## config.mk

```make
export PLATFORM = sky130hd
export DESIGN_NAME = crosshair_shooter
export DESIGN_NICKNAME = d
export VERILOG_FILES = /design/src/rtl/crosshair_shooter_pkg.sv /design/src/rtl/crosshair_shooter_key_sync_edge.sv /design/src/rtl/crosshair_shooter.sv
export SDC_FILE = /design/constraint.sdc
export NUM_CORES = 1
export LEC_CHECK = 0
export BUFFER_PORTS_ARGS = -buffer_cell sky130_fd_sc_hd__buf_2
export CORE_MARGIN = 8
export CORE_UTILIZATION = 60
export CTS_CLUSTER_DIAMETER = 60
export CTS_CLUSTER_SIZE = 24
export DETAILED_ROUTE_END_ITERATION = 8
export PLACE_DENSITY = 0.8
export SETUP_SLACK_MARGIN = 0.02
export SYNTH_ARGS = -nofsm -noshare
export SYNTH_HDL_FRONTEND = slang
export SYNTH_HIERARCHICAL = 1
export SYNTH_SLANG_ARGS = --single-unit
export TNS_END_PERCENT = 50
```

## constraint.sdc

```tcl
create_clock -name clk -period 8.3 [get_ports clk]
set_input_delay 1.66 -clock clk [delete_from_list [all_inputs] [get_ports clk]]
set_output_delay 1.66 -clock clk [all_outputs]
set_load 0.03 [all_outputs]
```

## src/rtl/crosshair_shooter_pkg.sv

```systemverilog
`default_nettype none
// ============================================================================
// Module   : crosshair_shooter_pkg
// Brief    : Shared fire-FSM encoding, screen constants and kill popcount.
// Revision : 1.0
// ============================================================================
package crosshair_shooter_pkg;

    localparam logic [9:0] c_SCREEN_W  = 10'd640;
    localparam logic [9:0] c_SCREEN_H  = 10'd480;
    localparam logic [4:0] c_MAX_KILLS = 5'd18;

    typedef enum logic [1:0] {
        ST_IDLE  = 2'd0,
        ST_SHOT  = 2'd1,
        ST_COOL  = 2'd2,
        ST_EMPTY = 2'd3
    } fire_state_t;

    function automatic logic [4:0] popcount18(input logic [17:0] v);
        logic [4:0] cnt;
        cnt = 5'd0;
        for (int i = 0; i < 18; i++) begin
            cnt = cnt + {4'd0, v[i]};
        end
        return cnt;
    endfunction

endpackage
`default_nettype wire

```

## src/rtl/crosshair_shooter_key_sync_edge.sv

```systemverilog
`default_nettype none
// ============================================================================
// Module   : key_sync_edge
// Brief    : 2-flop synchronizer for an active-low key, active-high level and
//            single-cycle press pulse.
// Revision : 1.0
// ============================================================================
module key_sync_edge (
    input  logic clk,
    input  logic rst_n,
    input  logic i_key_n,
    output logic o_level,
    output logic o_rise
);

    logic r_meta;
    logic r_sync;
    logic r_prev;

    // Inverted ahead of the flops so the cleared state means "not pressed".
    always_ff @(posedge clk or negedge rst_n) begin
        if (!rst_n) begin
            r_meta <= 1'b0;
            r_sync <= 1'b0;
            r_prev <= 1'b0;
        end else begin
            r_meta <= ~i_key_n;
            r_sync <= r_meta;
            r_prev <= r_sync;
        end
    end

    assign o_level = r_sync;
    assign o_rise  = r_sync & ~r_prev;

endmodule
`default_nettype wire

```

## src/rtl/crosshair_shooter.sv

```systemverilog
`default_nettype none
// ============================================================================
// Module   : crosshair_shooter
// Brief    : Crosshair movement, shot strobe/ammo FSM, draw flags and kill count.
// Revision : 1.0
// ============================================================================
module crosshair_shooter
    import crosshair_shooter_pkg::*;
#(
    parameter logic [9:0]  XSTART       = 10'd316,
    parameter logic [9:0]  YSTART       = 10'd236,
    parameter logic [9:0]  CSIZE        = 10'd8,
    parameter logic [9:0]  STEP         = 10'd4,
    parameter logic [9:0]  LEFT_BOUND   = 10'd0,
    parameter logic [9:0]  RIGHT_BOUND  = c_SCREEN_W,
    parameter logic [9:0]  TOP_BOUND    = 10'd0,
    parameter logic [9:0]  BOTTOM_BOUND = c_SCREEN_H,
    parameter logic [31:0] MOVE_DIV     = 32'd2500000,
    parameter logic [7:0]  SHOT_LEN     = 8'd4,
    parameter logic [31:0] COOLDOWN     = 32'd12500000,
    parameter logic [4:0]  MAX_AMMO     = 5'd20
) (
    input  logic        clk,
    input  logic        rst,
    input  logic [9:0]  x,
    input  logic [9:0]  y,
    input  logic        key_left,
    input  logic        key_right,
    input  logic        key_up,
    input  logic        key_down,
    input  logic        key_fire,
    input  logic [17:0] is_dead,
    output logic [9:0]  xl_target,
    output logic [9:0]  yt_target,
    output logic        shoot,
    output logic        crosshairx,
    output logic        crosshairy,
    output logic [4:0]  ammo,
    output logic [4:0]  kills,
    output logic        out_of_ammo
);

    logic [4:0] w_keys_n;
    logic [4:0] w_level;
    logic [4:0] w_rise;
    logic       w_unused;

    assign w_keys_n = {key_fire, key_down, key_up, key_right, key_left};

    generate
        for (genvar gi = 0; gi < 5; gi++) begin : g_keys
            key_sync_edge u_sync (
                .clk     (clk),
                .rst_n   (rst),
                .i_key_n (w_keys_n[gi]),
                .o_level (w_level[gi]),
                .o_rise  (w_rise[gi])
            );
        end
    endgenerate

    // Only the fire key needs its press pulse; the others are level-driven.
    assign w_unused = &{1'b0, w_rise[3:0], w_level[4]};

    logic w_left, w_right, w_up, w_down, w_fire_edge;
    assign w_left      = w_level[0];
    assign w_right     = w_level[1];
    assign w_up        = w_level[2];
    assign w_down      = w_level[3];
    assign w_fire_edge = w_rise[4];

    logic [31:0] r_move_cnt;
    logic        w_move_tick;
    assign w_move_tick = (r_move_cnt == MOVE_DIV - 32'd1);

    always_ff @(posedge clk or negedge rst) begin
        if (!rst)             r_move_cnt <= 32'd0;
        else if (w_move_tick) r_move_cnt <= 32'd0;
        else                  r_move_cnt <= r_move_cnt + 32'd1;
    end

    logic [9:0] r_x, r_y, w_x_nxt, w_y_nxt;

    // Bounds are compared before stepping so the 10-bit position never wraps.
    always_comb begin
        w_x_nxt = r_x;
        w_y_nxt = r_y;
        if (w_move_tick) begin
            if (w_left && !w_right)
                w_x_nxt = (r_x < LEFT_BOUND + STEP) ? LEFT_BOUND : r_x - STEP;
            else if (w_right && !w_left)
                w_x_nxt = (r_x + CSIZE + STEP > RIGHT_BOUND) ? RIGHT_BOUND - CSIZE : r_x + STEP;
            if (w_up && !w_down)
                w_y_nxt = (r_y < TOP_BOUND + STEP) ? TOP_BOUND : r_y - STEP;
            else if (w_down && !w_up)
                w_y_nxt = (r_y + CSIZE + STEP > BOTTOM_BOUND) ? BOTTOM_BOUND - CSIZE : r_y + STEP;
        end
    end

    fire_state_t r_state, w_state_nxt;
    logic [7:0]  r_shot_cnt, w_shot_nxt;
    logic [31:0] r_cool_cnt, w_cool_nxt;
    logic [4:0]  r_ammo, w_ammo_nxt;
    logic        r_shoot;

    always_comb begin
        w_state_nxt = r_state;
        w_shot_nxt  = r_shot_cnt;
        w_cool_nxt  = r_cool_cnt;
        w_ammo_nxt  = r_ammo;
        case (r_state)
            ST_IDLE: begin
                if (w_fire_edge && (r_ammo != 5'd0)) begin
                    w_state_nxt = ST_SHOT;
                    w_shot_nxt  = SHOT_LEN;
                    w_ammo_nxt  = r_ammo - 5'd1;
                end
            end
            ST_SHOT: begin
                if (r_shot_cnt <= 8'd1) begin
                    w_state_nxt = ST_COOL;
                    w_cool_nxt  = COOLDOWN;
                end else begin
                    w_shot_nxt  = r_shot_cnt - 8'd1;
                end
            end
            ST_COOL: begin
                if (r_cool_cnt <= 32'd1)
                    w_state_nxt = (r_ammo != 5'd0) ? ST_IDLE : ST_EMPTY;
                else
                    w_cool_nxt  = r_cool_cnt - 32'd1;
            end
            ST_EMPTY: w_state_nxt = ST_EMPTY;
            default:  w_state_nxt = ST_IDLE;
        endcase
    end

    logic [17:0] r_dead_q;
    logic [4:0]  r_kills;
    logic [5:0]  w_kill_sum;
    logic        r_chx, r_chy;

    assign w_kill_sum = {1'b0, r_kills} + {1'b0, popcount18(is_dead & ~r_dead_q)};

    always_ff @(posedge clk or negedge rst) begin
        if (!rst) begin
            r_state    <= ST_IDLE;
            r_shot_cnt <= 8'd0;
            r_cool_cnt <= 32'd0;
            r_ammo     <= MAX_AMMO;
            r_shoot    <= 1'b0;
            r_x        <= XSTART;
            r_y        <= YSTART;
            r_chx      <= 1'b0;
            r_chy      <= 1'b0;
            r_dead_q   <= 18'd0;
            r_kills    <= 5'd0;
        end else begin
            r_state    <= w_state_nxt;
            r_shot_cnt <= w_shot_nxt;
            r_cool_cnt <= w_cool_nxt;
            r_ammo     <= w_ammo_nxt;
            r_shoot    <= (w_state_nxt == ST_SHOT);
            r_x        <= w_x_nxt;
            r_y        <= w_y_nxt;
            r_chx      <= (r_state != ST_EMPTY) && (r_x <= x) && (x < r_x + CSIZE);
            r_chy      <= (r_state != ST_EMPTY) && (r_y <= y) && (y < r_y + CSIZE);
            r_dead_q   <= is_dead;
            r_kills    <= (w_kill_sum > {1'b0, c_MAX_KILLS}) ? c_MAX_KILLS : w_kill_sum[4:0];
        end
    end

    assign xl_target   = r_x;
    assign yt_target   = r_y;
    assign shoot       = r_shoot;
    assign crosshairx  = r_chx;
    assign crosshairy  = r_chy;
    assign ammo        = r_ammo;
    assign kills       = r_kills;
    assign out_of_ammo = (r_state == ST_EMPTY) && (r_ammo == 5'd0);

endmodule
`default_nettype wire

```

==> run_results.csv <==
group,metric,value,unit
run_status,status,"finished clean",
hold_path,holdPathEnd,"g_keys[4].u_sync/o_level",
timing,worstMarginPinSlew,0.871,ns
die,start_util,61.3,%
worst_setup_path,r2r_start,"r_dead_q[10]",
synthesis,synth_cells,908,
global_route,grt_pass1_wl,30600,um
worst_setup_path,cp-end-kind,"register",
timing,fin_crit_sh,77.4,%
clock_tree,htreeDepth,4,
die,num_rows,43,
placed_design,place.port_buffers,74,
worst_setup_path,r2r_slack,2.80,ns
clock_tree,cts_sinks,132,
timing,grt_setup_unrepaired,"no",
clock_tree,clkTransAtPathRegs,0.05,ns
clock_tree,cts_buffers,17,
die,die_h,135,um
clock_tree,cts_root_buf,"clkbuf_16",
clock_tree,clockBufferDepth,2,
clock_tree,ctsHoldBuffers,0,
worst_setup_path,worstRegToRegCells,18,
global_route,grt_pass1_vias,6707,
die,fp.dieArea,0.0183,mm2
worst_setup_path,path_cells,"buf_2 > nor2b_1 > fa_1 > inv_1 > fa_1 > fa_1 > fa_1 > inv_1 > fa_1 > inv_1 > fa_1 > nor2b_1 > o21ai_0 > a21boi_0 > o21ai_0 > a21boi_0 > o21ai_0 > nor3b_1",
routing,vias,6662,
placed_design,hpwl,12500,um
die,num_io_pins,79,
power_and_ir_drop,worst_ir_drop_vdd,251,uV
worst_setup_path,crit_buf_inv,4,
worst_setup_path,crit_type,"in2reg",
timing,setup_viol,0,
run,cap_violations,0,
timing,fin_crit,6.43,ns
worst_setup_path,rr_endpoint,"kills[3]",
final_layout,nets,1107,
hold_path,hold_path_class,"reg2reg",
clock_tree,post_cts_resize_count,0,
global_route,antenna_found_initial,0,
placed_design,place.gp.congestion,0.837,
final_layout,area_growth,14.3,%
hold_path,min_from,"g_keys[4].u_sync/r_meta",
routing,wl_per_cell,15.1,um
global_route,grt_overflow,0,
worst_setup_path,critPathRequiredTime,8.64,ns
synthesis,avgSynthCellArea,9.38,um2
worst_setup_path,setup.worst_path.start_class,"primary input",
routing,ant_nets,0,
routing,viasPerCell,5.69,
routing,drt_wl_total,17600,um
final_layout,fin_util,70.1,%
clock_tree,post_cts_buffers,0,
timing,setup_tns,0,ns
worst_setup_path,cp_slowest_stage_delay,0.56,ns
global_route,grt_max_degree,80,
timing,fin_worst_skew,0.0104,ns
worst_setup_path,critPathArrivalTime,6.76,ns
synthesis,syn_area,0.00851,mm2
worst_setup_path,timing.critical_path.mode_cell,"fa_1",
worst_setup_path,cp_slowest_cell,"fa_1",
worst_setup_path,critPathTopFamily,"adder cells",
hold_path,worstHoldPathCells,0,
timing,report.final.hold_viol_count,0,
timing,slew_headroom,41.6,%
worst_setup_path,cp_max_fo,3,
die,die_w,135,um
die,core,0.0139,mm2
power_and_ir_drop,leakagePower,0.00467,uW
routing,drtPass1Iterations,5,
routing,drcViolationCount,0,
clock_tree,cts_tree,"done",
clock_tree,clk_latency,0.42,ns
final_layout,drive_above_1_share,14.4,%
synthesis,yosysWarnings,6,
routing,drtIter0Drc,652,
power_and_ir_drop,p_per_area,210,mW/mm2
timing,max_clock_freq,0.156,GHz
global_route,grtUsageTotal,20.2,%
final_layout,diodes,0,
timing,finalMaxSlewViolations,0,
-- per-stage QoR --
stage / instances / setup WS, ns / area (um2) / hold WS [ns] / total power (uW)
after floorplan: 911 / 2.10 / 8520 / 0.331 / 1010
after global placement: 1138 / 1.81 / 9020 / 0.334 / 1100
after detailed placement: 1138 / 1.55 / 9020 / 0.336 / 1130
after CTS: 1170 / 1.92 / 9730 / 0.348 / 2060
after global routing: 1170 / 1.58 / 9730 / 0.353 / 2140
final: 1170 / 1.87 / 9730 / 0.345 / 2040
-- cell type report --
| type | instances | area, um2 |
|---|---|---|
| Fill cell | 1070 | 4150 |
| Sequential cell | 132 | 3320 |
| Multi-Input combinational cell | 673 | 4790 |
| Clock buffer | 23 | 488 |
| Tap cell | 180 | 225 |
| Timing Repair Buffer | 78 | 407 |
| Clock inverter | 9 | 220 |
| Inverter | 75 | 282 |
-- power by group --
| group | switching [uW] | total (uW) | internal, uW | leakage, uW |
|---|---|---|---|---|
| Clock | 271 | 895 | 625 | 0.000347 |
| Combinational | 275 | 463 | 188 | 0.00261 |
| Sequential | 11.9 | 681 | 669 | 0.00171 |
-- flip-flops by register name, indices dropped and copies added, names as in the netlist --
name and count:
r_shot_cnt 8, r_cool_cnt 32, g_keys.u_sync/o_level 5, g_keys.u_sync/r_prev 1, r_move_cnt 32, crosshairx 1
xl_target 8, r_dead_q 18, shoot 1, yt_target 8, g_keys.u_sync/r_meta 5, crosshairy 1
ammo 5, kills 5, r_state 2
-- worst reg2reg max path: stages, from the launching register on --
cell and delay [ns]:
dfrtp_1 0.36, nand2b_1 0.16, fa_1 0.54, inv_1 0.05, fa_1 0.50, inv_1 0.06, fa_1 0.46, fa_1 0.56
inv_1 0.06, fa_1 0.55, inv_1 0.07, fa_1 0.46, nor2b_1 0.15, o21ai_0 0.13, a21boi_0 0.40, o21ai_0 0.17
a21boi_0 0.32, o21ai_0 0.23, nor3b_1 0.21
-- worst max-delay path by stage --
stage / start / to / slack [ns] / cells past startpoint
5_1_grt: is_dead[0] / kills[3] / 1.58 / 18
6_report: is_dead[0] / kills[3] / 1.87 / 18
3_3_place_gp: is_dead[0] / kills[3] / 1.81 / 18
2_1_floorplan: is_dead[0] / kills[3] / 2.10 / 17
4_1_cts: is_dead[0] / kills[3] / 1.92 / 18
3_5_place_dp: is_dead[0] / kills[3] / 1.55 / 18
-- per-layer routing --
layer,track usage [%],wire length [um],up-vias
li1,-,-,3269
met1,24.3,7640,3222
met2,34.5,8820,150
met3,4.57,928,21
met4,7.83,233,0
met5,0,0,-
-- placed cells by master (no fill, tap or decap), types with 6 or more instances in the layout --
cell         n
dfrtp_1    120
o211ai_1     6
xor2_1      40
fa_1        13
nor3_1      26
and3_1       9
or3_1       11
ha_1        72
a21oi_1     33
nor2b_1     23
o21a_1       9
nand4_1     15
o21ai_0     50
inv_1       74
buf_2       73
nor4_1      17
bufinv_16    7
o31ai_1      8
xnor2_1     38
clkbuf_16   17
nand2b_1    18
and2_1       9
nor2_1      85
dfstp_2     12
nand3_1     32
nand2_1     64
Note: power is estimated with default switching activity, not from simulation.
